<file path="src/rtl/stage_ex_pkg.sv">
// Shared pipeline definitions: datapath widths, opcode map and EX-stage FSM states.
package pipeline_pkg;

   localparam int DATA_W = 16;
   localparam int REG_AW = 3;

   localparam logic [3:0] OP_NOP  = 4'd0;
   localparam logic [3:0] OP_ADD  = 4'd1;
   localparam logic [3:0] OP_SUB  = 4'd2;
   localparam logic [3:0] OP_AND  = 4'd3;
   localparam logic [3:0] OP_OR   = 4'd4;
   localparam logic [3:0] OP_XOR  = 4'd5;
   localparam logic [3:0] OP_SLT  = 4'd6;
   localparam logic [3:0] OP_SLL  = 4'd7;
   localparam logic [3:0] OP_SRL  = 4'd8;
   localparam logic [3:0] OP_ADDI = 4'd9;
   localparam logic [3:0] OP_LW   = 4'd10;
   localparam logic [3:0] OP_SW   = 4'd11;
   localparam logic [3:0] OP_BEQ  = 4'd12;
   localparam logic [3:0] OP_BNE  = 4'd13;
   localparam logic [3:0] OP_MUL  = 4'd14;
   localparam logic [3:0] OP_LUI  = 4'd15;

   typedef enum logic {
      ST_IDLE = 1'b0,
      ST_MUL  = 1'b1
   } ex_state_t;

endpackage

</file>
<file path="src/rtl/stage_ex_if.sv">
// ID/EX -> EX/MEM signal bundle; master is the pipeline side, slave is stage_ex.
interface stage_ex_if #(
   parameter int DATA_W = 16,
   parameter int REG_AW = 3
);

   logic              valid_in;
   logic [3:0]        opcode_in;
   logic [DATA_W-1:0] operand_a;
   logic [DATA_W-1:0] operand_b;
   logic [DATA_W-1:0] imm_in;
   logic [REG_AW-1:0] rd_in;
   logic              flush;
   logic              stall_out;
   logic              valid_out;
   logic [DATA_W-1:0] result_out;
   logic [DATA_W-1:0] store_data_out;
   logic [REG_AW-1:0] rd_out;
   logic [3:0]        opcode_out;
   logic              branch_taken_out;

   modport master (
      output valid_in, opcode_in, operand_a, operand_b, imm_in, rd_in, flush,
      input  stall_out, valid_out, result_out, store_data_out, rd_out,
             opcode_out, branch_taken_out
   );

   modport slave (
      input  valid_in, opcode_in, operand_a, operand_b, imm_in, rd_in, flush,
      output stall_out, valid_out, result_out, store_data_out, rd_out,
             opcode_out, branch_taken_out
   );

endinterface

</file>
<file path="src/rtl/stage_ex_multiplier.sv">
// Iterative 16-step shift-add multiplier (low 16 bits of product); built only with STAGE_EX_MUL_EN.
`ifdef STAGE_EX_MUL_EN
module ex_multiplier
   import pipeline_pkg::*;
(
   input  logic              clock,
   input  logic              reset,
   input  logic              i_start,
   input  logic              i_kill,
   input  logic [DATA_W-1:0] i_a,
   input  logic [DATA_W-1:0] i_b,
   output logic              o_busy,
   output logic              o_done,
   output logic [DATA_W-1:0] o_product
);

   logic [DATA_W-1:0] r_mcand;
   logic [DATA_W-1:0] r_mplier;
   logic [DATA_W-1:0] r_acc;
   logic [3:0]        r_count;
   logic              r_busy;
   logic [DATA_W-1:0] w_acc_next;

   // Product is presented combinationally so the final step lands in EX/MEM on the same edge.
   assign w_acc_next = r_mplier[0] ? (r_acc + r_mcand) : r_acc;
   assign o_product  = w_acc_next;
   assign o_busy     = r_busy;
   assign o_done     = r_busy && (r_count == 4'd15);

   always_ff @(posedge clock or posedge reset) begin
      if (reset) begin
         r_mcand  <= '0;
         r_mplier <= '0;
         r_acc    <= '0;
         r_count  <= '0;
         r_busy   <= 1'b0;
      end else if (i_kill) begin
         r_busy  <= 1'b0;
         r_count <= '0;
      end else if (i_start) begin
         r_mcand  <= i_a;
         r_mplier <= i_b;
         r_acc    <= '0;
         r_count  <= '0;
         r_busy   <= 1'b1;
      end else if (r_busy) begin
         r_acc    <= w_acc_next;
         r_mcand  <= r_mcand << 1;
         r_mplier <= r_mplier >> 1;
         r_count  <= r_count + 4'd1;
         if (r_count == 4'd15) r_busy <= 1'b0;
      end
   end

endmodule
`endif

</file>
<file path="src/rtl/stage_ex.sv">
// Execute stage: combinational ALU + EX/MEM registers; STAGE_EX_MUL_EN adds the stalling multiplier.
module stage_ex #(
   parameter int DATA_W = 16,
   parameter int REG_AW = 3
) (
   input logic       clock,
   input logic       reset,
   stage_ex_if.slave bus
);

   import pipeline_pkg::*;

   logic [DATA_W-1:0] w_alu;
   logic              w_branch;
   logic              r_valid;
   logic              r_branch;
   logic [DATA_W-1:0] r_result;
   logic [DATA_W-1:0] r_store;
   logic [REG_AW-1:0] r_rd;
   logic [3:0]        r_opcode;

   // OP_MUL falls to the default: the single-cycle result for MUL is zero.
   always_comb begin
      w_alu    = '0;
      w_branch = 1'b0;
      case (bus.opcode_in)
         OP_ADD:                w_alu = bus.operand_a + bus.operand_b;
         OP_SUB:                w_alu = bus.operand_a - bus.operand_b;
         OP_AND:                w_alu = bus.operand_a & bus.operand_b;
         OP_OR:                 w_alu = bus.operand_a | bus.operand_b;
         OP_XOR:                w_alu = bus.operand_a ^ bus.operand_b;
         OP_SLT:                w_alu = {{(DATA_W-1){1'b0}},
                                         ($signed(bus.operand_a) < $signed(bus.operand_b))};
         OP_SLL:                w_alu = bus.operand_a << bus.operand_b[3:0];
         OP_SRL:                w_alu = bus.operand_a >> bus.operand_b[3:0];
         OP_ADDI, OP_LW, OP_SW: w_alu = bus.operand_a + bus.imm_in;
         OP_BEQ: begin
            w_alu    = bus.operand_a + bus.imm_in;
            w_branch = (bus.operand_a == bus.operand_b);
         end
         OP_BNE: begin
            w_alu    = bus.operand_a + bus.imm_in;
            w_branch = (bus.operand_a != bus.operand_b);
         end
         OP_LUI:                w_alu = {bus.imm_in[7:0], 8'h00};
         default:               w_alu = '0;
      endcase
   end

`ifdef STAGE_EX_MUL_EN
   ex_state_t         r_state;
   logic [REG_AW-1:0] r_mul_rd;
   logic              w_mul_start;
   logic              w_mul_busy;
   logic              w_mul_done;
   logic [DATA_W-1:0] w_mul_product;

   assign w_mul_start = (r_state == ST_IDLE) && bus.valid_in && !bus.flush &&
                        (bus.opcode_in == OP_MUL);

   ex_multiplier u_mul (
      .clock     (clock),
      .reset     (reset),
      .i_start   (w_mul_start),
      .i_kill    (bus.flush),
      .i_a       (bus.operand_a),
      .i_b       (bus.operand_b),
      .o_busy    (w_mul_busy),
      .o_done    (w_mul_done),
      .o_product (w_mul_product)
   );

   assign bus.stall_out = (r_state == ST_MUL);
`else
   assign bus.stall_out = 1'b0;
`endif

   always_ff @(posedge clock or posedge reset) begin
      if (reset) begin
`ifdef STAGE_EX_MUL_EN
         r_state  <= ST_IDLE;
         r_mul_rd <= '0;
`endif
         r_valid  <= 1'b0;
         r_branch <= 1'b0;
         r_result <= '0;
         r_store  <= '0;
         r_rd     <= '0;
         r_opcode <= OP_NOP;
      end else if (bus.flush) begin
`ifdef STAGE_EX_MUL_EN
         r_state  <= ST_IDLE;
`endif
         r_valid  <= 1'b0;
         r_branch <= 1'b0;
      end else begin
`ifdef STAGE_EX_MUL_EN
         // The MUL branches chain into the single-cycle path through the trailing else.
         if (r_state == ST_MUL) begin
            r_valid <= 1'b0;
            if (w_mul_busy && w_mul_done) begin
               r_state  <= ST_IDLE;
               r_valid  <= 1'b1;
               r_result <= w_mul_product;
               r_rd     <= r_mul_rd;
               r_opcode <= OP_MUL;
               r_branch <= 1'b0;
            end
         end else if (bus.valid_in && (bus.opcode_in == OP_MUL)) begin
            r_state  <= ST_MUL;
            r_mul_rd <= bus.rd_in;
            r_valid  <= 1'b0;
         end else
`endif
         if (bus.valid_in) begin
            r_valid  <= 1'b1;
            r_result <= w_alu;
            r_store  <= bus.operand_b;
            r_rd     <= bus.rd_in;
            r_opcode <= bus.opcode_in;
            r_branch <= w_branch;
         end else begin
            r_valid  <= 1'b0;
         end
      end
   end

   assign bus.valid_out        = r_valid;
   assign bus.branch_taken_out = r_branch;
   assign bus.result_out       = r_result;
   assign bus.store_data_out   = r_store;
   assign bus.rd_out           = r_rd;
   assign bus.opcode_out       = r_opcode;

endmodule

</file>
<file path="src/flat_wrapper.sv">
// flat-port wrapper written by rule: the top's interface ports become plain ports
module stage_ex_flat import pipeline_pkg::*;
#(
   parameter int DATA_W = 16,
   parameter int REG_AW = 3
)
  (clock, reset, bus_valid_in, bus_opcode_in, bus_operand_a, bus_operand_b, bus_imm_in, bus_rd_in, bus_flush, bus_stall_out, bus_valid_out, bus_result_out, bus_store_data_out, bus_rd_out, bus_opcode_out, bus_branch_taken_out);
  stage_ex_if #(.DATA_W(DATA_W), .REG_AW(REG_AW)) bus_i ();
  input logic clock;
  input logic reset;
  input wire logic [$bits(bus_i.valid_in)-1:0] bus_valid_in;
  input wire logic [$bits(bus_i.opcode_in)-1:0] bus_opcode_in;
  input wire logic [$bits(bus_i.operand_a)-1:0] bus_operand_a;
  input wire logic [$bits(bus_i.operand_b)-1:0] bus_operand_b;
  input wire logic [$bits(bus_i.imm_in)-1:0] bus_imm_in;
  input wire logic [$bits(bus_i.rd_in)-1:0] bus_rd_in;
  input wire logic [$bits(bus_i.flush)-1:0] bus_flush;
  output wire logic [$bits(bus_i.stall_out)-1:0] bus_stall_out;
  output wire logic [$bits(bus_i.valid_out)-1:0] bus_valid_out;
  output wire logic [$bits(bus_i.result_out)-1:0] bus_result_out;
  output wire logic [$bits(bus_i.store_data_out)-1:0] bus_store_data_out;
  output wire logic [$bits(bus_i.rd_out)-1:0] bus_rd_out;
  output wire logic [$bits(bus_i.opcode_out)-1:0] bus_opcode_out;
  output wire logic [$bits(bus_i.branch_taken_out)-1:0] bus_branch_taken_out;
  assign bus_i.valid_in = bus_valid_in;
  assign bus_i.opcode_in = bus_opcode_in;
  assign bus_i.operand_a = bus_operand_a;
  assign bus_i.operand_b = bus_operand_b;
  assign bus_i.imm_in = bus_imm_in;
  assign bus_i.rd_in = bus_rd_in;
  assign bus_i.flush = bus_flush;
  assign bus_stall_out = bus_i.stall_out;
  assign bus_valid_out = bus_i.valid_out;
  assign bus_result_out = bus_i.result_out;
  assign bus_store_data_out = bus_i.store_data_out;
  assign bus_rd_out = bus_i.rd_out;
  assign bus_opcode_out = bus_i.opcode_out;
  assign bus_branch_taken_out = bus_i.branch_taken_out;
  stage_ex #(.DATA_W(DATA_W), .REG_AW(REG_AW)) u_core (.clock(clock), .reset(reset), .bus(bus_i));
endmodule
</file>
<file path="config.mk">
export PLATFORM = sky130hd
export DESIGN_NAME = stage_ex_flat
export DESIGN_NICKNAME = d
export VERILOG_FILES = /design/src/rtl/stage_ex_pkg.sv /design/src/rtl/stage_ex_if.sv /design/src/rtl/stage_ex_multiplier.sv /design/src/rtl/stage_ex.sv /design/src/flat_wrapper.sv
export SDC_FILE = /design/constraint.sdc
export NUM_CORES = 1
export LEC_CHECK = 0
export BUFFER_PORTS_ARGS = -buffer_cell sky130_fd_sc_hd__buf_2
export CAP_MARGIN = 10
export CORE_AREA = 2 2 132 134
export DETAILED_ROUTE_END_ITERATION = 10
export DIE_AREA = 0 0 134 136
export GPL_TIMING_DRIVEN = 0
export PLACE_DENSITY = 0.53
export SLEW_MARGIN = 0
export SYNTH_ARGS = -nofsm -noshare
export SYNTH_HDL_FRONTEND = slang
export SYNTH_SLANG_ARGS = --single-unit
</file>
<file path="constraint.sdc">
create_clock -name clock -period 2.2 [get_ports clock]
set_clock_uncertainty 0.2 [all_clocks]
set_input_delay 0.22 -clock clock [delete_from_list [all_inputs] [get_ports clock]]
set_output_delay 0.22 -clock clock [all_outputs]
set_load 0.01 [all_outputs]
</file>
== After elaboration in Yosys (flattened, before gate mapping) ==
Index checks and enable logic that the tools add are counted.

* Word-level logic and storage cells: 41
* Output and inout port bits: 42
* Bits of input ports: 59
* Flip-flop bits (word level): 41

* Add/sub/neg operators: 3
* Equal/unequal tests: 16
* $lt $le $gt $ge: 1
* Reduce and logical (&&, ||, !) cells: 3
* Bitwise logic cells: 4
* Mux-type cells: 6
* Shift-type cells: 2

{| class="wikitable"
|+ Operators by type and width
! operator !! number
|-
| $pmux 16 s10 || 1
|-
| $add 16x16->16 || 2
|-
| $eq 4x4->1 const B || 7
|-
| $and 16x16->16 || 1
|-
| $eq 16x16->1 || 1
|-
| $eq 4x3->1 const B || 4
|-
| $lt 16x16->1 || 1
|-
| $ne 16x16->1 || 1
|-
| $or 16x16->16 || 1
|-
| $shl 16x4->16 || 1
|-
| $shr 16x4->16 || 1
|-
| $sub 16x16->16 || 1
|-
| $xor 16x16->16 || 1
|-
| $eq 4x2->1 const B || 2
|-
| $reduce_or 5->1 || 1
|-
| $eq 4x1->1 const B || 1
|-
| $mux 1 || 4
|-
| $pmux 1 s2 || 1
|-
| $reduce_and 2->1 || 1
|-
| $reduce_bool 2->1 || 1
|-
| $not 1->1 || 1
|}

== Depth between registers and ports, before layout ==
Gate-level depths: netlist (run 1).

* Depth in word-level cells: 4
* Depth in mapped cells: 14

== Worst setup path after synthesis (run 1) ==
OpenSTA, ideal clock, no wires.

* Path kind: input -> register
* Start point: in bus_opcode_in[1]
* End point: reg u_core.r_result[6], in the netlist u_core.bus.result_out[6]
* Cell stages on the path: 14
* Path buffers: 2
* Slack: -1.419 ns
* Required time: 1.866 ns
* Data arrival time: 3.285 ns
* Setup time: 0.134 ns
* Path through: buf_2 -> or3_1 -> nand3_2 -> buf_1 -> mux2_2 -> ha_1 -> fa_1 -> nand3_1 -> a21boi_0 -> a21boi_0 -> xnor2_1 -> a211o_1 -> a211oi_1 -> o21ai_0

* Cells in the longest elaborated chain, start to end: 3

{| class="wikitable"
|+ Ends and longest elaborated chain
! what !! RTL line !! RTL
|-
| from (decl) || flat_wrapper.sv:12 || <nowiki>input wire logic [$bits(bus_i.opcode_in)-1:0] bus_opcode_in;</nowiki>
|-
| $eq 4x4->1 || stage_ex.sv:26 || <nowiki>case (bus.opcode_in)</nowiki>
|-
| $reduce_or 5->1 (no source line) || -- ||
|-
| $pmux 16 s10 (*) || stage_ex.sv:26 ||
|-
| to (signal assigned) || stage_ex.sv:117 || <nowiki>r_result <= w_alu;</nowiki>
|-
| to (decl) || stage_ex.sv:17 || <nowiki>logic [DATA_W-1:0] r_result;</nowiki>
|}

Mark *: on every way between the ends. The rest lies on a longest branch, timed or not.
A chain may end at the register's enable or synchronous reset.

== Worst setup path in the final report (run 1) ==
* Start point: in bus_opcode_in[2]
* End point: reg u_core.r_result[15], in the netlist u_core.bus.result_out[15]

Same word-level chain as after synthesis.

==> results of run 1 <==
## cells in the mapped netlist (6+ instances only)
cell | n | area [µm²]
a211oi_1 | 19 | 142.6
a21oi_1 | 54 | 270.3
a221oi_1 | 6 | 52.55
a22oi_1 | 13 | 97.59
a31oi_1 | 6 | 37.54
buf_1 | 7 | 26.28
buf_2 | 12 | 60.06
clkbuf_1 | 19 | 71.32
dfrtp_1 | 41 | 1026
ha_1 | 69 | 863.3
inv_1 | 48 | 180.2
mux2_2 | 20 | 225.2
mux2i_1 | 9 | 90.09
mux4_2 | 18 | 405.4
nand2_1 | 86 | 322.8
nand2b_1 | 7 | 43.79
nand3_1 | 15 | 75.07
nor2_1 | 69 | 259.0
nor2b_1 | 8 | 50.05
nor3_1 | 20 | 100.1
nor4_1 | 7 | 43.79
o21ai_0 | 55 | 275.3
o21bai_1 | 7 | 52.55
o221ai_1 | 6 | 52.55
o22ai_1 | 7 | 43.79
o32ai_1 | 7 | 61.31
xnor2_1 | 15 | 131.4
xor2_1 | 8 | 70.07
## worst max-delay path: stages
cell and delay (ns):
buf_8 0.10, or3_4 0.38, nand3_4 0.13, buf_12 0.14
mux2_2 0.36, ha_4 0.33, nand2_1 0.07, o21ai_2 0.23
nand2_2 0.15, o32ai_2 0.25, o22ai_2 0.15, mux2i_1 0.14
a311o_1 0.32
## path summary, 6_finish.rpt
path / to / from / slack, ns
setup / recovery: u_core.bus.result_out[15] / bus_opcode_in[2] / -0.81
hold / removal: u_core.bus.branch_taken_out / bus_valid_in / 0.02
setup reg to reg: u_core.bus.result_out[14] / u_core.bus.result_out[14] / 0.53
hold reg to reg: u_core.bus.opcode_out[3] / u_core.bus.opcode_out[3] / 0.27
max in group asynchronous: u_core.bus.store_data_out[0] / reset / 0.80
min in group asynchronous: u_core.bus.valid_out / reset / 0.46
## routing by layer
| metal | up-vias | share of wire |
|---|---|---|
| li1 | 2969 | - |
| met1 | 3127 | 0.43 |
| met2 | 376 | 0.44 |
| met3 | 77 | 0.091 |
| met4 | 0 | 0.042 |
| met5 | - | 0 |
## cell families (layout without fill, tap and decap cells)
group	count (synthesis)	in the layout	synth area share
compound gates	220	220	0.2475
other cells	1	1	0.0006457
mux	47	47	0.1241
simple gates	240	240	0.1900
xor+xnor	23	23	0.03468
flops	41	41	0.1766
buf+inv	97	235	0.07088
fa+ha+maj	71	71	0.1555
## registers in the layout, summed over array words and instances, names as in the netlist
name,cells
u_core.bus.result_out,16
u_core.bus.store_data_out,16
u_core.bus.opcode_out,4
u_core.bus.rd_out,3
u_core.bus.branch_taken_out,1
u_core.bus.valid_out,1
## metrics by stage
| stage | area, µm² | worst slack (ns) |
|---|---|---|
| finish | 7976 | -0.8097 |
| global route | 7976 | -0.8652 |
| CTS | 7654 | -0.7786 |
| detailed placement | 6874 | -1.882 |
| global placement | 6874 | -1.867 |
| floorplan | 6107 | -0.8719 |
## power by group through the flow
| stage | combinational [µW] | sequential (µW) | clock (µW) |
|---|---|---|---|
| after global placement | 1680 | 940 | 0 |
| after floorplan | 1010 | 990 | 0 |
| final | 2050 | 926 | 867 |
| after detailed placement | 1680 | 941 | 0 |
| after CTS | 1880 | 927 | 890 |
| after global routing | 2200 | 941 | 912 |
## cell type report
cell class | count | area (µm²) | area share
repair buffers | 132 | 837.1 | 0.1049
clock inverters | 2 | 37.54 | 0.004706
flip-flops and latches | 41 | 1026 | 0.1286
inverters | 51 | 207.7 | 0.02604
multi-input cells | 602 | 5161 | 0.6471
clock buffers | 6 | 138.9 | 0.01741
plain buffers | 44 | 286.5 | 0.03592
well taps | 225 | 281.5 | 0.03529
## repair_timing
action	CTS	global route
hold buffers	5	0
gates resized for setup	78	69
setup endpoints to repair	17	17
pin swaps	25	24
buffers inserted	22	8
hold endpoints to repair	45	0
==> flow_metrics.env, run 1 <==
export IMPL_busiest_layer="met2"
export IMPL_core_um2=16880
export IMPL_layout_drive_gt1_share=0.3519
export IMPL_max_freq_mhz=332.3
export IMPL_place_gp_congestion=1.064
export IMPL_rsz0062_at_grt="yes"
export IMPL_slew_viol_final=0
export IMPL_grt_start_max_net_pins=42
export IMPL_start_util=0.3442
export IMPL_cts_tree="yes"
export IMPL_ant_nets=0
export IMPL_arrival_ns=2.98
export IMPL_grt_use_met2=0.4316
export IMPL_synth_seq_cells=41
export IMPL_routed_via_count=6549
export IMPL_final_util=0.4726
export IMPL_fillCellCount=1686
export IMPL_worst_pin_slew_ns=1.119
export IMPL_cp_required_ns=2.17
export IMPL_grt_pass1_vias=6349
export IMPL_ios=101
export IMPL_cts_max_level=2
export IMPL_via_per_inst=5.937
export IMPL_grt_met3_usage=0.05257
export IMPL_instances_no_fill=1103
export IMPL_overflow=0
export IMPL_cts_buffers=5
export IMPL_layout_nets=1007
export IMPL_drtPass1Iterations=6
export IMPL_crit_fanout=7
export IMPL_hp_class="primary input to flop"
export IMPL_fin_ws_ns=-0.8097
export IMPL_violations="setup timing"
export IMPL_synthFlopType="dfrtp_1"
export IMPL_synth_seq_area_share=0.1766
export IMPL_grt_antenna_before_repair=0
export IMPL_endpoint_kind="flop"
export IMPL_drc=0
export IMPL_intPower_uw=2310
export IMPL_synthArstFlopShare=1.000
export IMPL_die_w_um=134
export IMPL_critical_path_class="primary input to flop"
export IMPL_min_path_cells=3
export IMPL_holdWs_ns=0.02245
export IMPL_path_clk_slew_ns=0.06
export IMPL_irDropWorstVdd_mv=0.2666
export IMPL_antennaDiodeCount=0
export IMPL_synth_edf_count=0
export IMPL_cts_root_buf="clkbuf_16"
export IMPL_grt_usage=0.2810
export IMPL_die_h_um=136
export IMPL_fin_setup_tns_ns=-9.993
export IMPL_clk_insertion_delay_late_ns=0.28
export IMPL_clock_sinks=41
export IMPL_status="finished, violations left"
export IMPL_worst_r2r_cell_count=4
export IMPL_dieArea_um2=18220
export IMPL_syn_nets=870
export IMPL_port_buffers=97
export IMPL_p_leak_uw=0.003429
export IMPL_wl_per_cell_um=23.39
export IMPL_startpoint_type="primary input"
export IMPL_layout_common_cells="buf_2, nand2_1, nor2_1"
export IMPL_grt_pass1_wl_um=38580
export IMPL_clockPowerShare=0.225
export IMPL_hold_viol_final=0
export IMPL_timing_final_crit_period_ns=3.010
export IMPL_yosys_warnings=0
export IMPL_drt_wl_total_um=25800
export IMPL_place_inst=1062
export IMPL_dp_hpwl_um=20130
export IMPL_area_growth_pct=37.33
export IMPL_clockBufferDepth=2
export IMPL_final_common_cell="buf_2"
export IMPL_syn_area_um2=5808
export IMPL_p_switching_uw=1537
export IMPL_synth_area_per_cell_um2=7.849
export IMPL_p_per_area_nw_per_um2=482.3
export IMPL_p_total_uw=3847
export IMPL_setup_viol_count_final=16
export IMPL_max_slew_margin_rel=0.2484
export IMPL_sw_frac_of_total=0.3996
export IMPL_drt_iter0_markers=723
export IMPL_gr_usage_met1=0.3860
export IMPL_core_rowCount=48
export IMPL_p_comb_frac=0.534
export IMPL_drv_cap=0
export IMPL_seqPwrFrac=0.241
export IMPL_ys_types=74
export IMPL_syn_inst=740
export IMPL_period_share=1.368
Power figures use the tool's default switching activity.
==> run 2: changes to the inputs <==
--- a/config.mk
+++ b/config.mk
@@ -15,4 +15,5 @@
 export SLEW_MARGIN = 0
 export SYNTH_ARGS = -nofsm -noshare
 export SYNTH_HDL_FRONTEND = slang
+export SYNTH_HIERARCHICAL = 1
 export SYNTH_SLANG_ARGS = --single-unit
==> run 2 against run 1 <==
Against the previous run:
- the flow still finishes with violations (setup timing)
- non-clock buffer count grew 7
- die area is the same
- register-to-register slack lost 0.14 ns
- core utilization grew 0.47 points
- maximum frequency shrank 7.5%
- power shrank 0.67%
- routed wire length grew 0.11%
- critical path type unchanged
- largest cell class unchanged
- highest routed layer unchanged
==> flow_metrics.env, run 2 <==
export IMPL_status="finished, violations left"
export IMPL_violations="setup timing"
export IMPL_layout_drive_gt1_share=0.3421
export IMPL_port_buffers=97
export IMPL_endpoint_kind="flop"
export IMPL_synthXorXnorAreaFrac=0.02863
export IMPL_max_freq_mhz=307.5
export IMPL_intPower_uw=2212
export IMPL_routed_via_count=6743
export IMPL_synth_simple_area_share=0.2043
export IMPL_syn_area_um2=5812
export IMPL_drt_iter0_markers=820
export IMPL_max_stage_delay_ns=0.42
export IMPL_reg2reg_from="u_core/bus.result_out[11]"
export IMPL_via_per_inst=5.946
export IMPL_synth_top_family_by_area="compound AO/OA/AOI/OAI gates"
export IMPL_min_path_cells=3
export IMPL_core_rowCount=48
export IMPL_irDropWorstVdd_mv=0.3632
export IMPL_p_leak_uw=0.003510
export IMPL_path_clk_slew_ns=0.07
export IMPL_rrSetupSlack_ns=0.39
export IMPL_timing_final_crit_period_ns=3.252
export IMPL_muxShareOfSynthArea=0.1005
export IMPL_synth_seq_cells=41
export IMPL_synth_seq_area_share=0.1765
export IMPL_wl_per_cell_um=22.78
export IMPL_cts_tree="yes"
export IMPL_grt_pass1_wl_um=38160
export IMPL_synth_fa_ha_area_frac=0.1554
export IMPL_synth_common_cells="nand2_1, ha_1, o21ai_0, nor2_1, a21oi_1"
export IMPL_layout_common_cells="buf_2, nand2_1, nor2_1"
export IMPL_drc=0
export IMPL_synth_top_area_cell="dfrtp_1"
export IMPL_syn_inst=762
export IMPL_place_area_um2=6760
export IMPL_final_common_cell="buf_2"
export IMPL_synth_area_per_cell_um2=7.627
export IMPL_grt_usage=0.2772
export IMPL_fin_setup_tns_ns=-11.81
export IMPL_setup_viol_count_final=16
export IMPL_p_switching_uw=1610
export IMPL_syn_nets=892
export IMPL_clk_insertion_delay_late_ns=0.28
export IMPL_drtPass1Iterations=6
export IMPL_place_gp_congestion=0.9942
export IMPL_clock_sinks=41
export IMPL_p_comb_frac=0.554
export IMPL_grt_pass1_vias=6398
export IMPL_hold_end="u_core/bus.branch_taken_out"
export IMPL_hold_viol_final=0
export IMPL_antennaDiodeCount=0
export IMPL_yosys_area_top_type_share=0.1765
export IMPL_ys_types=74
export IMPL_die_h_um=136
export IMPL_critical_path_class="primary input to flop"
export IMPL_rsz0062_at_grt="yes"
export IMPL_ios=101
export IMPL_synth_edf_count=0
export IMPL_synth_area_leaders="dfrtp_1, ha_1, nand2_1"
export IMPL_dieArea_um2=18220
export IMPL_cp_required_ns=2.12
export IMPL_period_share=1.478
export IMPL_sw_frac_of_total=0.4213
export IMPL_slew_viol_final=0
export IMPL_cts_buffers=5
export IMPL_layout_nets=1038
export IMPL_synth_compound_area_share=0.2682
export IMPL_r2r_end="u_core/bus.result_out[11]"
export IMPL_dp_hpwl_um=20270
export IMPL_grt_start_max_net_pins=26
export IMPL_critPathSlowestCell="fa_2"
export IMPL_holdWs_ns=0.01643
export IMPL_core_um2=16880
export IMPL_p_per_area_nw_per_um2=474.3
export IMPL_worst_r2r_cell_count=4
export IMPL_synth_most_common_cell="nand2_1"
export IMPL_grt_antenna_before_repair=0
export IMPL_die_w_um=134
export IMPL_startpoint_type="primary input"
export IMPL_arrival_ns=3.18
export IMPL_drv_cap=0
export IMPL_clockPowerShare=0.206
export IMPL_ant_nets=0
export IMPL_final_util=0.4774
export IMPL_area_growth_pct=38.62
export IMPL_fin_ws_ns=-1.052
export IMPL_cp_buffers_inverters=2
export IMPL_crit_fanout=7
export IMPL_yosys_warnings=6
export IMPL_cts_max_level=2
export IMPL_synthArstFlopShare=1.000
export IMPL_cts_root_buf="clkbuf_16"
export IMPL_max_slew_margin_rel=0.4047
export IMPL_clockBufferDepth=2
export IMPL_crit_family="simple AND/OR/NAND/NOR gates"
export IMPL_p_total_uw=3821
export IMPL_synthFlopType="dfrtp_1"
export IMPL_overflow=0
export IMPL_drt_wl_total_um=25830
export IMPL_design_area_um2=8056
export IMPL_min_from="bus_valid_in"
export IMPL_start_util=0.3444
export IMPL_hp_class="primary input to flop"
export IMPL_path_cells="buf_8 > or3_4 > nand3_4 > buf_12 > mux2_4 > ha_4 > fa_2 > nand3_4 > a2111oi_4 > nor2_2 > nand2_2 > xor2_2 > a2111oi_4 > o221ai_1"
export IMPL_seqPwrFrac=0.240
export IMPL_worst_pin_slew_ns=0.8897
-- run 2: cell type report --
cell class | count | area (µm²)
Buffer | 39 | 244.0
Clock buffer | 6 | 138.9
Clock inverter | 2 | 13.76
Fill cell | 1744 | 8820
Inverter | 48 | 200.2
Multi-Input combinational cell | 629 | 5186
Sequential cell | 41 | 1026
Tap cell | 225 | 281.5
Timing Repair Buffer | 144 | 965.9
-- run 2: how the worst max path moves through the flow --
stage | from | to | slack (ns) | cells after the start
finish | bus_opcode_in[2] | u_core/bus.result_out[10] | -1.05 | 14
global route | bus_opcode_in[2] | u_core/bus.result_out[10] | -1.12 | 14
CTS | bus_opcode_in[2] | u_core/bus.result_out[13] | -1.01 | 14
detailed placement | bus_opcode_in[1] | u_core/bus.result_out[10] | -2.07 | 13
global placement | bus_opcode_in[1] | u_core/bus.result_out[10] | -2.11 | 13
floorplan | bus_opcode_in[2] | u_core/bus.result_out[10] | -0.96 | 14
-- run 2: cell families after synthesis --
kind of cell	count (synthesis)
AOI/OAI and AO/OA	236
xor gates and xnor gates	19
adders and majority gates	71
buffers and inverters	92
DFF	41
muxes	50
other	1
and+or+nand+nor	252
-- run 2: power groups by stage --
stage / logic (µW) / clock network, µW / registers (µW)
floorplan: 987 / 0 / 981
global placement: 1630 / 0 / 933
detailed placement: 1640 / 0 / 933
CTS: 1910 / 802 / 918
global route: 2250 / 836 / 931
finish: 2120 / 787 / 918
-- run 2: stage by stage --
step / instances / worst slack (ns)
5_1_grt: 1134 / -1.124
3_5_place_dp: 1085 / -2.065
2_1_floorplan: 762 / -0.9552
3_3_place_gp: 1084 / -2.107
4_1_cts: 1118 / -1.007
6_report: 1134 / -1.052
-- run 2: layer usage --
metal  track usage  share of wire
met5             0              0
met4       0.08865          0.032
met3       0.04213          0.081
met2        0.4530           0.45
met1        0.3757           0.43
-- run 2: timing repair --
action                                 in CTS  in global routing
pin swaps                                  37                 34
setup endpoints to repair                  17                 20
hold buffers                                5                  0
endpoints found under the hold margin      20                  0
gates resized for setup                   115                 60
buffers inserted                           21                 20
-- run 2: worst register-to-register path: cells and delay by family (launching register included) --
kind	cells	cell delay [ns]
compound gates	4	1.04
flops	1	0.43
